## src/rtl/alu_seq_multiplier_pkg.sv

```systemverilog
// Shared ALU multiplier definitions: FSM state encodings, default sizes, result-mux op code.
// Optional signed multiply is enabled by defining ALU_MULT_SIGNED_EN.
package alu_seq_multiplier_pkg;

    localparam int unsigned ALU_MULT_WIDTH = 32;
    localparam int unsigned ALU_MULT_CNT_W = 6;

    // ALU result-mux select codes; MUL picks the multiplier's product_lo
    localparam int unsigned ALU_OP_W = 4;
    localparam logic [ALU_OP_W-1:0] ALU_OP_ADD = 4'd0;
    localparam logic [ALU_OP_W-1:0] ALU_OP_SUB = 4'd1;
    localparam logic [ALU_OP_W-1:0] ALU_OP_SLT = 4'd2;
    localparam logic [ALU_OP_W-1:0] ALU_OP_AND = 4'd3;
    localparam logic [ALU_OP_W-1:0] ALU_OP_OR  = 4'd4;
    localparam logic [ALU_OP_W-1:0] ALU_OP_XOR = 4'd5;
    localparam logic [ALU_OP_W-1:0] ALU_OP_MUL = 4'd6;

    typedef enum logic [1:0] {
        IDLE = 2'd0,
        BUSY = 2'd1,
        DONE = 2'd2
    } mult_state_t;

endpackage

```

## src/rtl/alu_mult_datapath.sv

```systemverilog
// Shift-add multiplier datapath: accumulator, shifting multiplicand/multiplier, result registers.
// With ALU_MULT_SIGNED_EN, operands are loaded as magnitudes and the result is negated on capture.
module alu_mult_datapath
    import alu_seq_multiplier_pkg::*;
#(
    parameter int unsigned WIDTH = ALU_MULT_WIDTH
) (
    input  logic             clk,
    input  logic             rst_n,
    input  logic             load_i,
    input  logic             step_i,
    input  logic             finish_i,
    input  logic [WIDTH-1:0] a_i,
    input  logic [WIDTH-1:0] b_i,
`ifdef ALU_MULT_SIGNED_EN
    input  logic             is_signed_i,
`endif
    output logic [WIDTH-1:0] product_lo_o,
    output logic [WIDTH-1:0] product_hi_o,
    output logic             overflow_o
);

    localparam int unsigned PW = 2 * WIDTH;

    logic [PW-1:0]    acc_q, acc_d;
    logic [PW-1:0]    mcand_q, mcand_d;
    logic [WIDTH-1:0] mplier_q, mplier_d;
    logic [PW-1:0]    product_q, product_d;
    logic             overflow_q, overflow_d;
    logic [PW-1:0]    sum_c, result_c;
    logic [WIDTH-1:0] a_load_c, b_load_c;
    logic             ovf_c;

`ifdef ALU_MULT_SIGNED_EN
    logic sign_q, sign_d;
    logic signed_q, signed_d;

    // Magnitude conversion on load, sign-corrected result and signed/unsigned overflow rule
    always_comb begin
        a_load_c = a_i;
        b_load_c = b_i;
        sign_d   = sign_q;
        signed_d = signed_q;
        if (is_signed_i && a_i[WIDTH-1]) a_load_c = ~a_i + WIDTH'(1);
        if (is_signed_i && b_i[WIDTH-1]) b_load_c = ~b_i + WIDTH'(1);
        if (load_i) begin
            sign_d   = is_signed_i & (a_i[WIDTH-1] ^ b_i[WIDTH-1]);
            signed_d = is_signed_i;
        end
        result_c = sign_q ? (~sum_c + PW'(1)) : sum_c;
        if (signed_q) ovf_c = (result_c[PW-1:WIDTH] != {WIDTH{result_c[WIDTH-1]}});
        else          ovf_c = (result_c[PW-1:WIDTH] != '0);
    end

    always_ff @(posedge clk or negedge rst_n) begin
        if (!rst_n) begin
            sign_q   <= 1'b0;
            signed_q <= 1'b0;
        end else begin
            sign_q   <= sign_d;
            signed_q <= signed_d;
        end
    end
`else
    always_comb begin
        a_load_c = a_i;
        b_load_c = b_i;
        result_c = sum_c;
        ovf_c    = (result_c[PW-1:WIDTH] != '0);
    end
`endif

    assign sum_c = acc_q + (mplier_q[0] ? mcand_q : '0);

    // Load / iterate / capture sequencing of the datapath registers
    always_comb begin
        acc_d      = acc_q;
        mcand_d    = mcand_q;
        mplier_d   = mplier_q;
        product_d  = product_q;
        overflow_d = overflow_q;
        if (load_i) begin
            acc_d    = '0;
            mcand_d  = {{WIDTH{1'b0}}, a_load_c};
            mplier_d = b_load_c;
        end else if (step_i) begin
            acc_d    = sum_c;
            mcand_d  = mcand_q << 1;
            mplier_d = mplier_q >> 1;
        end
        if (finish_i) begin
            product_d  = result_c;
            overflow_d = ovf_c;
        end
    end

    always_ff @(posedge clk or negedge rst_n) begin
        if (!rst_n) begin
            acc_q      <= '0;
            mcand_q    <= '0;
            mplier_q   <= '0;
            product_q  <= '0;
            overflow_q <= 1'b0;
        end else begin
            acc_q      <= acc_d;
            mcand_q    <= mcand_d;
            mplier_q   <= mplier_d;
            product_q  <= product_d;
            overflow_q <= overflow_d;
        end
    end

    assign product_lo_o = product_q[WIDTH-1:0];
    assign product_hi_o = product_q[PW-1:WIDTH];
    assign overflow_o   = overflow_q;

endmodule

```

## src/rtl/alu_seq_multiplier.sv

```systemverilog
// Sequential shift-add multiplier top: IDLE/BUSY/DONE FSM, iteration counter, valid/ready handshakes.
// Define ALU_MULT_SIGNED_EN to honour is_signed; otherwise every multiply is unsigned.
module alu_seq_multiplier
    import alu_seq_multiplier_pkg::*;
#(
    parameter int unsigned WIDTH = ALU_MULT_WIDTH,
    parameter int unsigned CNT_W = ALU_MULT_CNT_W
) (
    input  logic             clk,
    input  logic             rst_n,
    input  logic             in_valid,
    output logic             in_ready,
    input  logic [WIDTH-1:0] a,
    input  logic [WIDTH-1:0] b,
    input  logic             is_signed,
    output logic             out_valid,
    input  logic             out_ready,
    output logic [WIDTH-1:0] product_lo,
    output logic [WIDTH-1:0] product_hi,
    output logic             overflow
);

    mult_state_t      state_q, state_d;
    logic [CNT_W-1:0] cnt_q, cnt_d;
    logic             in_ready_q, out_valid_q;
    logic             accept_c, last_c;
    logic             load_c, step_c, finish_c;

    assign accept_c = in_valid & in_ready_q;
    assign last_c   = (cnt_q == CNT_W'(WIDTH - 1));

    always_ff @(posedge clk or negedge rst_n) begin
        if (!rst_n) state_q <= IDLE;
        else        state_q <= state_d;
    end

    always_comb begin
        state_d = state_q;
        unique case (state_q)
            IDLE:    if (accept_c) state_d = BUSY;
            BUSY:    if (last_c) state_d = DONE;
            DONE:    if (out_valid_q && out_ready) state_d = IDLE;
            default: state_d = IDLE;
        endcase
    end

    // Datapath controls and counter update; the final add and result capture share the last BUSY edge
    always_comb begin
        load_c   = 1'b0;
        step_c   = 1'b0;
        finish_c = 1'b0;
        cnt_d    = cnt_q;
        unique case (state_q)
            IDLE: begin
                if (accept_c) begin
                    load_c = 1'b1;
                    cnt_d  = '0;
                end
            end
            BUSY: begin
                step_c   = 1'b1;
                finish_c = last_c;
                cnt_d    = cnt_q + CNT_W'(1);
            end
            default: ;
        endcase
    end

    always_ff @(posedge clk or negedge rst_n) begin
        if (!rst_n) begin
            cnt_q       <= '0;
            in_ready_q  <= 1'b1;
            out_valid_q <= 1'b0;
        end else begin
            cnt_q       <= cnt_d;
            in_ready_q  <= (state_d == IDLE);
            out_valid_q <= (state_d == DONE);
        end
    end

    assign in_ready  = in_ready_q;
    assign out_valid = out_valid_q;

`ifndef ALU_MULT_SIGNED_EN
    logic unused_is_signed;
    assign unused_is_signed = is_signed;
`endif

    alu_mult_datapath #(
        .WIDTH (WIDTH)
    ) u_datapath (
        .clk          (clk),
        .rst_n        (rst_n),
        .load_i       (load_c),
        .step_i       (step_c),
        .finish_i     (finish_c),
        .a_i          (a),
        .b_i          (b),
`ifdef ALU_MULT_SIGNED_EN
        .is_signed_i  (is_signed),
`endif
        .product_lo_o (product_lo),
        .product_hi_o (product_hi),
        .overflow_o   (overflow)
    );

endmodule

```

## config.mk

```make
export PLATFORM = sky130hd
export DESIGN_NAME = alu_seq_multiplier
export DESIGN_NICKNAME = d
export VERILOG_FILES = /design/src/rtl/alu_seq_multiplier_pkg.sv /design/src/rtl/alu_mult_datapath.sv /design/src/rtl/alu_seq_multiplier.sv
export SDC_FILE = /design/constraint.sdc
export NUM_CORES = 1
export LEC_CHECK = 0
export ABC_CLOCK_PERIOD_IN_PS = 4300
export CORE_ASPECT_RATIO = 0.9
export CORE_MARGIN = 3
export CORE_UTILIZATION = 45
export CTS_BUF_LIST = sky130_fd_sc_hd__clkbuf_8
export DETAILED_ROUTE_END_ITERATION = 10
export PLACE_DENSITY = 0.69
export RECOVER_POWER = 50
export REMOVE_ABC_BUFFERS = 1
export SYNTH_ARGS = -nofsm -noshare
export SYNTH_HDL_FRONTEND = slang
export SYNTH_SLANG_ARGS = --single-unit
```

## constraint.sdc

```tcl
create_clock -name clk -period 4.3 [get_ports clk]
set_clock_uncertainty 0.15 [all_clocks]
set_input_delay 1.075 -clock clk [delete_from_list [all_inputs] [get_ports clk]]
set_output_delay 1.075 -clock clk [all_outputs]
set_load 0.1 [all_outputs]
```

==> flow_summary.yaml, run 1 <==
die:
  die-width_um: 189.3
  die_area_sq_um: 32370
  rows: 59
  io_pins: 136
  placeableCoreArea_sq_um: 29380
  die_y_um: 171.0
  start_util: 0.4632
clock_network:
  tritoncts_num_sinks: 235
  worst_skew_pair.late_latency_ns: 0.57
  htree_levels: 2
  cts_hold_repair.buffers: 0
  path_clk_slew_ns: 0.06
  clockBufferDepth: 3
  cts_inserted_buffers: 41
  tritoncts: "done"
  cts.root.buffer_cell: "sky130_fd_sc_hd__clkbuf_8"
synthesis:
  synth.yosys.seq_area_share: 0.4322
  postSynthRegisterBits: 235
  synth.area.top_cells: "sky130_fd_sc_hd__dfrtp_1, sky130_fd_sc_hd__nand2_1, sky130_fd_sc_hd__o21ai_0"
  ys_warn_count: 0
  synthCells: 1617
  synth_area_sq_um: 13610
  synth-edff-count: 0
  synth_top_area_cell: "sky130_fd_sc_hd__dfrtp_1"
  post_synth_num_cell_types: 71
  postSynth.topFlopCell: "sky130_fd_sc_hd__dfrtp_1"
  synthesis.area_per_instance_sq_um: 8.416
  ys_async_sr_fraction: 1.000
  post-synth-top-area-fraction: 0.4303
routing:
  ant_nets: 0
  firstDrtPassIters: 7
  avgViaCountPerCell: 5.524
  drt-total-wl_mm: 42.37
  remaining_drc_errors: 0
  routed_wire_length_per_instance_um: 17.67
  drtIter0Drc: 912
  dr_total_vias: 13250
sta:
  hold_viol: 0
  final_worst_path_cycle_share: 1.012
  final_min_period_ns: 4.353
  relSlewSlack: -0.5659
  achievable-frequency_mhz: 229.7
  timing_max_transition_violations_final: 257
  rsz0062_at_grt: "true"
  setup_viol: 1
  layout_setup_ws_ns: -0.05259
  timing_worst_slew_pin_value_ns: 2.349
critical_path:
  worst_r2r_endpoint: "u_datapath.overflow_o$_DFFE_PN0P_"
  rr_startpoint: "u_datapath.mplier_q[0]$_DFFE_PN0P_"
  critical_path_end_type: "flop"
  cp.arrival_ns: 4.64
  crit_required_ns: 4.59
  crit_fanout: 7
  critical_path.cell_chain: "buf_12 > buf_12 > and2_4 > ha_4 > a21oi_2 > o21ai_1 > a211o_1 > o2111a_2 > a21o_4 > buf_12 > or4_2 > o2111ai_2 > o2111ai_1 > nor4bb_1 > buf_4 > and4b_1 > a31oi_1"
  cpPeakStageDelay_ns: 0.55
  rr_worst_depth: 17
  critPathSlowestCell: "sky130_fd_sc_hd__or4_2"
  critical_path.startpoint: "u_datapath.mplier_q[0]$_DFFE_PN0P_"
  criticalPathCategory: "flop to flop"
  critPathMostFrequentCell: "sky130_fd_sc_hd__buf_12"
  r2r_setup_slack_ns: -0.05
  setup.worst_path.start_class: "flop"
final_layout:
  area_delta_synth_final_pct: 41.31
  layout.cells.non_filler: 2398
  register_area_sq_um: 5883
  fillerInstances: 2520
  antenna_cells_inserted: 0
  area_of_the_multi_input_gates_sq_um: 8270
  fin_nets: 2107
  final_layout_size_suffix_gt1_frac: 0.2602
power:
  max-vdd-ir-drop_mv: 0.3556
  power_frac_comb: 0.539
  static-leakage-power_nw: 8.649
  netSwitchingFraction: 0.4338
  intPower_mw: 6.964
  power.clock.fraction: 0.177
  seqPwrFrac: 0.283
  p_sw_mw: 5.337
  pwr_total_mw: 12.30
  cellPowerDensity_nw_per_um2: 639.6
global_routing:
  global_route_usage_over_all_layers: 0.2604
  number_of_global_route_vias_before_repair: 13030
  grt_first_pass_wirelength_mm: 68.81
  antenna_found_initial: 0
  grt.overflow.total: 0
  maximum_number_of_pins_on_one_net_before_global_route_repair: 97
place:
  gp_congestion: 0.9613
  placed_cells: 2282
  port_buffers: 134
  dp.final_hpwl_mm: 28.84
  dpl_worst_slack_ns: -0.3309
min_path:
  hp_start: "u_datapath.product_q[55]$_DFFE_PN0P_"
  timing.hold.worst.class: "flop to flop"
  timing.hold.worst_endpoint: "u_datapath.product_q[55]$_DFFE_PN0P_"
  min_path_cells: 2
run:
  max_cap_viol_count: 4
status:
  status: "complete, but fails checks"
  violations: "capacitance limit, slew limit, setup timing"
==> synth_stat cells (all sizes together) (9+ instances only) <==
library cell and n:
nand4 33, inv 9, and2 64, nor3 17
xnor2 27, buf 21, a31oi 20, xor2 29
dfrtp 234, o21a 10, nand3 66, a211oi 9
nand2 352, ha 64, nor2 85, a21o 16
o21ai 215, clkbuf 90, a22oi 50, a21oi 92
o21bai 11
==> per-layer routing <==
metal,GRT usage,share of wire,up-vias
met2,0.4067,0.45,380
met3,0.04118,0.056,64
met1,0.3836,0.48,6390
met5,0,0,-
li1,-,-,6412
met4,0.06009,0.019,0
==> critical path, delay by kind of cell, from the launching register on <==
| kind | cells | cell delay, ns |
|---|---|---|
| AND/OR/NAND/NOR | 4 | 1.26 |
| buffers and inverters | 4 | 0.61 |
| flip-flops | 1 | 0.43 |
| AO/OA/AOI/OAI | 8 | 1.51 |
| adder cells (fa/ha/maj) | 1 | 0.27 |
==> worst max path at each step <==
stage                                              to  slack (ns)
global route        u_datapath.overflow_o$_DFFE_PN0P_       -0.21
finish              u_datapath.overflow_o$_DFFE_PN0P_       -0.05
CTS                 u_datapath.overflow_o$_DFFE_PN0P_       -0.06
floorplan           u_datapath.overflow_o$_DFFE_PN0P_       -4.81
detailed placement  u_datapath.overflow_o$_DFFE_PN0P_       -0.33
global placement    u_datapath.overflow_o$_DFFE_PN0P_       -0.26
==> cells in the final DEF (no fill, tap or decap), types with 15 or more instances in the layout <==
cell type and n:
sky130_fd_sc_hd__a31oi_1 19, sky130_fd_sc_hd__buf_4 261, sky130_fd_sc_hd__nand2_1 343, sky130_fd_sc_hd__a21oi_1 61, sky130_fd_sc_hd__ha_1 28, sky130_fd_sc_hd__o21ai_0 188
sky130_fd_sc_hd__inv_1 22, sky130_fd_sc_hd__and2_1 54, sky130_fd_sc_hd__ha_4 31, sky130_fd_sc_hd__xor2_1 27, sky130_fd_sc_hd__a21oi_2 28, sky130_fd_sc_hd__clkdlybuf4s50_1 132
sky130_fd_sc_hd__a22oi_1 47, sky130_fd_sc_hd__a21o_1 15, sky130_fd_sc_hd__clkbuf_8 51, sky130_fd_sc_hd__nand3_1 63, sky130_fd_sc_hd__nand4_1 32, sky130_fd_sc_hd__dfrtp_1 233
sky130_fd_sc_hd__xnor2_1 25, sky130_fd_sc_hd__nor2_1 82
==> flip-flops by register name, indices dropped and copies added, names as in the netlist <==
signal                 count
cnt_q                      6
u_datapath.mplier_q       32
u_datapath.product_q      64
u_datapath.acc_q          64
state_q                    2
out_valid                  1
u_datapath.overflow_o      1
u_datapath.mcand_q        64
in_ready                   1
==> cell type report <==
type                    count  share of cell area
clock inverters            21            0.008653
flip-flops and latches    235              0.3059
well taps                 396             0.02576
multi-input cells        1262              0.4301
repair buffers            424              0.1913
clock buffers              51             0.03650
inverters                   9            0.001757
==> kinds of logic (layout without fill, tap and decap cells) <==
family | count (synthesis) | in the layout | share of synthesized area
AO/OA/AOI/OAI | 471 | 471 | 0.2068
multiplexers | 11 | 11 | 0.008826
buffers and inverters | 120 | 505 | 0.03540
adder cells (fa/ha/maj) | 65 | 65 | 0.06031
AND/OR/NAND/NOR | 659 | 659 | 0.2205
flip-flops | 235 | 235 | 0.4322
XOR/XNOR | 56 | 56 | 0.03604
==> repair_timing <==
| item | 4_1_cts | 5_1_grt |
|---|---|---|
| setup buffers | 32 | 12 |
| setup endpoints to repair | 5 | 5 |
| pin swaps | 49 | 36 |
| resized for setup | 142 | 72 |
| cloned | 4 | 0 |
==> power groups by stage <==
stage	Combinational [mW]	Sequential (mW)	Clock [mW]
after floorplan	2.71	4.06	0
after global routing	7.21	3.57	2.34
final	6.63	3.49	2.18
after global placement	5.72	3.41	0
after detailed placement	5.83	3.44	0
after CTS	6.42	3.46	2.23
==> stage by stage <==
stage	area, sq um	setup TNS [ns]	hold WS (ns)	util
finish	19230	-0.05259	0.3225	0.6545
global route	19230	-0.9641	0.3475	0.6545
CTS	18950	-0.05648	0.3319	0.6450
detailed placement	16970	-0.5793	0.3191	0.5775
global placement	16970	-0.3488	0.3087	0.5775
floorplan	13160	-404.30	0.2958	-
Note: power is estimated with default switching activity, not from simulation.
==> run 2: changes to the inputs <==
==> constraint.sdc (replaced) <==
create_clock -name clk -period 4.3 [get_ports clk]
set_clock_uncertainty 0.15 [all_clocks]
set_input_delay 0.645 -clock clk [delete_from_list [all_inputs] [get_ports clk]]
set_output_delay 0.645 -clock clk [all_outputs]
set_load 0.1 [all_outputs]
==> run 2 against run 1 <==
  * Sequential share of layout area rose by 2.1 points
  * Die area unchanged
  * Largest cell class unchanged
  * The run still ends with capacitance limit, slew limit, setup timing left
  * Clock power hardly changed
  * Non-clock buffer count fell by 39
==> flow_summary.yaml, run 2 (same netlist as run 1, synthesis figures left out) <==
clock_network:
  path_clk_slew_ns: 0.06
  tritoncts: "done"
  cts.root.buffer_cell: "sky130_fd_sc_hd__clkbuf_8"
  worst_skew_pair.late_latency_ns: 0.59
  clockBufferDepth: 3
  cts_inserted_buffers: 42
  tritoncts_num_sinks: 235
  cts_hold_repair.buffers: 0
  htree_levels: 2
final_layout:
  fin_nets: 2069
  final_layout_size_suffix_gt1_frac: 0.1932
  area_delta_synth_final_pct: 32.06
  area_of_the_multi_input_gates_sq_um: 7481
  stdcell_area_sq_um: 17970
  utilization: 0.6117
  layout.cells.most_common_list: "sky130_fd_sc_hd__nand2_1, sky130_fd_sc_hd__buf_4, sky130_fd_sc_hd__dfrtp_1"
  layout_top_registers: "u_datapath.acc_q (64), u_datapath.mcand_q (64), u_datapath.product_q (64)"
  register_area_sq_um: 5882
  antenna_cells_inserted: 0
  fillerInstances: 2709
  final_common_cell: "sky130_fd_sc_hd__nand2_1"
status:
  status: "complete, but fails checks"
  violations: "capacitance limit, slew limit, setup timing"
run:
  max_cap_viol_count: 4
routing:
  firstDrtPassIters: 5
  ant_nets: 0
  drtIter0Drc: 889
  drt-total-wl_mm: 40.11
  dr_total_vias: 12850
  avgViaCountPerCell: 5.449
  remaining_drc_errors: 0
  routed_wire_length_per_instance_um: 17.01
place:
  dp.final_hpwl_mm: 28.74
  gp_congestion: 0.9388
  place_area_sq_um: 16850
  port_buffers: 134
sta:
  final_worst_path_cycle_share: 1.004
  timing_worst_slew_pin_value_ns: 3.035
  finalSetupTns_ns: -0.01607
  hold_viol: 0
  achievable-frequency_mhz: 231.7
  setup_viol: 1
  final_min_period_ns: 4.316
  rsz0062_at_grt: "true"
  timing_max_transition_violations_final: 325
  layout_setup_ws_ns: -0.01607
  relSlewSlack: -1.023
global_routing:
  global_route_usage_over_all_layers: 0.2462
  grt_first_pass_wirelength_mm: 64.98
  grt.overflow.total: 0
  number_of_global_route_vias_before_repair: 12570
  antenna_found_initial: 0
  maximum_number_of_pins_on_one_net_before_global_route_repair: 119
die:
  rows: 59
  die_y_um: 171.0
  die_area_sq_um: 32370
  start_util: 0.4632
  io_pins: 136
  placeableCoreArea_sq_um: 29380
  die-width_um: 189.3
critical_path:
  rr_worst_depth: 16
  rr_startpoint: "u_datapath.mplier_q[0]$_DFFE_PN0P_"
  r2r_setup_slack_ns: -0.02
  critical_path_end_type: "flop"
  timing.critical_path.buf_inv: 3
  critical_path.startpoint: "u_datapath.mplier_q[0]$_DFFE_PN0P_"
  cpPeakStageDelay_ns: 0.51
  critical_path.cell_chain: "buf_6 > and2_1 > ha_1 > buf_4 > nand4_1 > buf_4 > nor2_1 > a22oi_2 > a21oi_1 > a21o_1 > or3_4 > a2111oi_4 > nand4_1 > or4b_1 > and4b_1 > a31oi_1"
  crit_required_ns: 4.59
  crit_fanout: 26
  cp.arrival_ns: 4.60
  critPathSlowestCell: "sky130_fd_sc_hd__or4b_1"
  crit_family: "simple AND/OR/NAND/NOR gates"
  criticalPathCategory: "flop to flop"
  setup.worst_path.start_class: "flop"
  worst_r2r_endpoint: "u_datapath.overflow_o$_DFFE_PN0P_"
power:
  p_sw_mw: 5.025
  intPower_mw: 6.485
  power_frac_comb: 0.513
  cellPowerDensity_nw_per_um2: 640.5
  max-vdd-ir-drop_mv: 0.3265
  seqPwrFrac: 0.297
  static-leakage-power_nw: 8.236
  netSwitchingFraction: 0.4366
  pwr_total_mw: 11.51
  power.clock.fraction: 0.190
min_path:
  timing.hold.worst_endpoint: "u_datapath.product_q[42]$_DFFE_PN0P_"
  timing.hold.worst.class: "flop to flop"
  hp_start: "u_datapath.product_q[42]$_DFFE_PN0P_"
  min_path_cells: 2
-- run 2: worst register-to-register path, stage by stage, from the launching register on --
cell                        delay, ns
sky130_fd_sc_hd__dfrtp_1         0.42
sky130_fd_sc_hd__buf_6           0.19
sky130_fd_sc_hd__and2_1          0.17
sky130_fd_sc_hd__ha_1            0.34
sky130_fd_sc_hd__buf_4           0.17
sky130_fd_sc_hd__nand4_1         0.19
sky130_fd_sc_hd__buf_4           0.18
sky130_fd_sc_hd__nor2_1          0.05
sky130_fd_sc_hd__a22oi_2         0.21
sky130_fd_sc_hd__a21oi_1         0.09
sky130_fd_sc_hd__a21o_1          0.24
sky130_fd_sc_hd__or3_4           0.37
sky130_fd_sc_hd__a2111oi_4       0.35
sky130_fd_sc_hd__nand4_1         0.17
sky130_fd_sc_hd__or4b_1          0.51
sky130_fd_sc_hd__and4b_1         0.29
sky130_fd_sc_hd__a31oi_1         0.08
-- run 2: worst max-delay path by stage --
stage,endpoint,slack (ns),cells after the start
after CTS,u_datapath.overflow_o$_DFFE_PN0P_,0.002,17
after global placement,u_datapath.overflow_o$_DFFE_PN0P_,-0.18,15
final,u_datapath.overflow_o$_DFFE_PN0P_,-0.02,16
after global routing,u_datapath.overflow_o$_DFFE_PN0P_,-0.20,16
after floorplan,u_datapath.overflow_o$_DFFE_PN0P_,-4.81,9
after detailed placement,u_datapath.overflow_o$_DFFE_PN0P_,-0.13,16
-- run 2: metrics by stage --
stage          worst slack [ns]  cells  hold slack [ns]
6_report               -0.01607   2358           0.3245
5_1_grt                 -0.2028   2358           0.3515
4_1_cts                0.002468   2354          0.03768
3_5_place_dp            -0.1321   2274           0.3129
3_3_place_gp            -0.1812   2274           0.3090
2_1_floorplan            -4.815   1506           0.1994
-- run 2: metal layers --
metal  part of all wire  global-route usage  up-vias
met5                  0                   0        -
met2               0.44              0.3821      278
met3              0.053             0.04548       41
met1               0.49              0.3609     6197
met4              0.012             0.05591        0
li1                   -                   -     6332
-- run 2: repair_timing --
action                     in CTS  in global routing
pin swaps                      14                  7
buffers inserted                9                  4
resized for setup              32                 21
setup endpoints to repair       3                  3
-- run 2: power by group through the flow --
| stage | Clock [mW] | Sequential (mW) | Combinational (mW) |
|---|---|---|---|
| after global routing | 2.35 | 3.50 | 6.47 |
| after floorplan | 0 | 4.06 | 2.71 |
| after detailed placement | 0 | 3.43 | 5.75 |
| final | 2.19 | 3.42 | 5.91 |
| after CTS | 2.24 | 3.41 | 5.84 |
| after global placement | 0 | 3.41 | 5.65 |
-- run 2: cell type report --
| cell class | instances | area share |
|---|---|---|
| multi-input cells | 1262 | 0.4162 |
| flip-flops and latches | 235 | 0.3273 |
| repair buffers | 385 | 0.1793 |
| clock buffers | 49 | 0.03752 |
| well taps | 396 | 0.02757 |
| clock inverters | 22 | 0.01023 |
| inverters | 9 | 0.001880 |
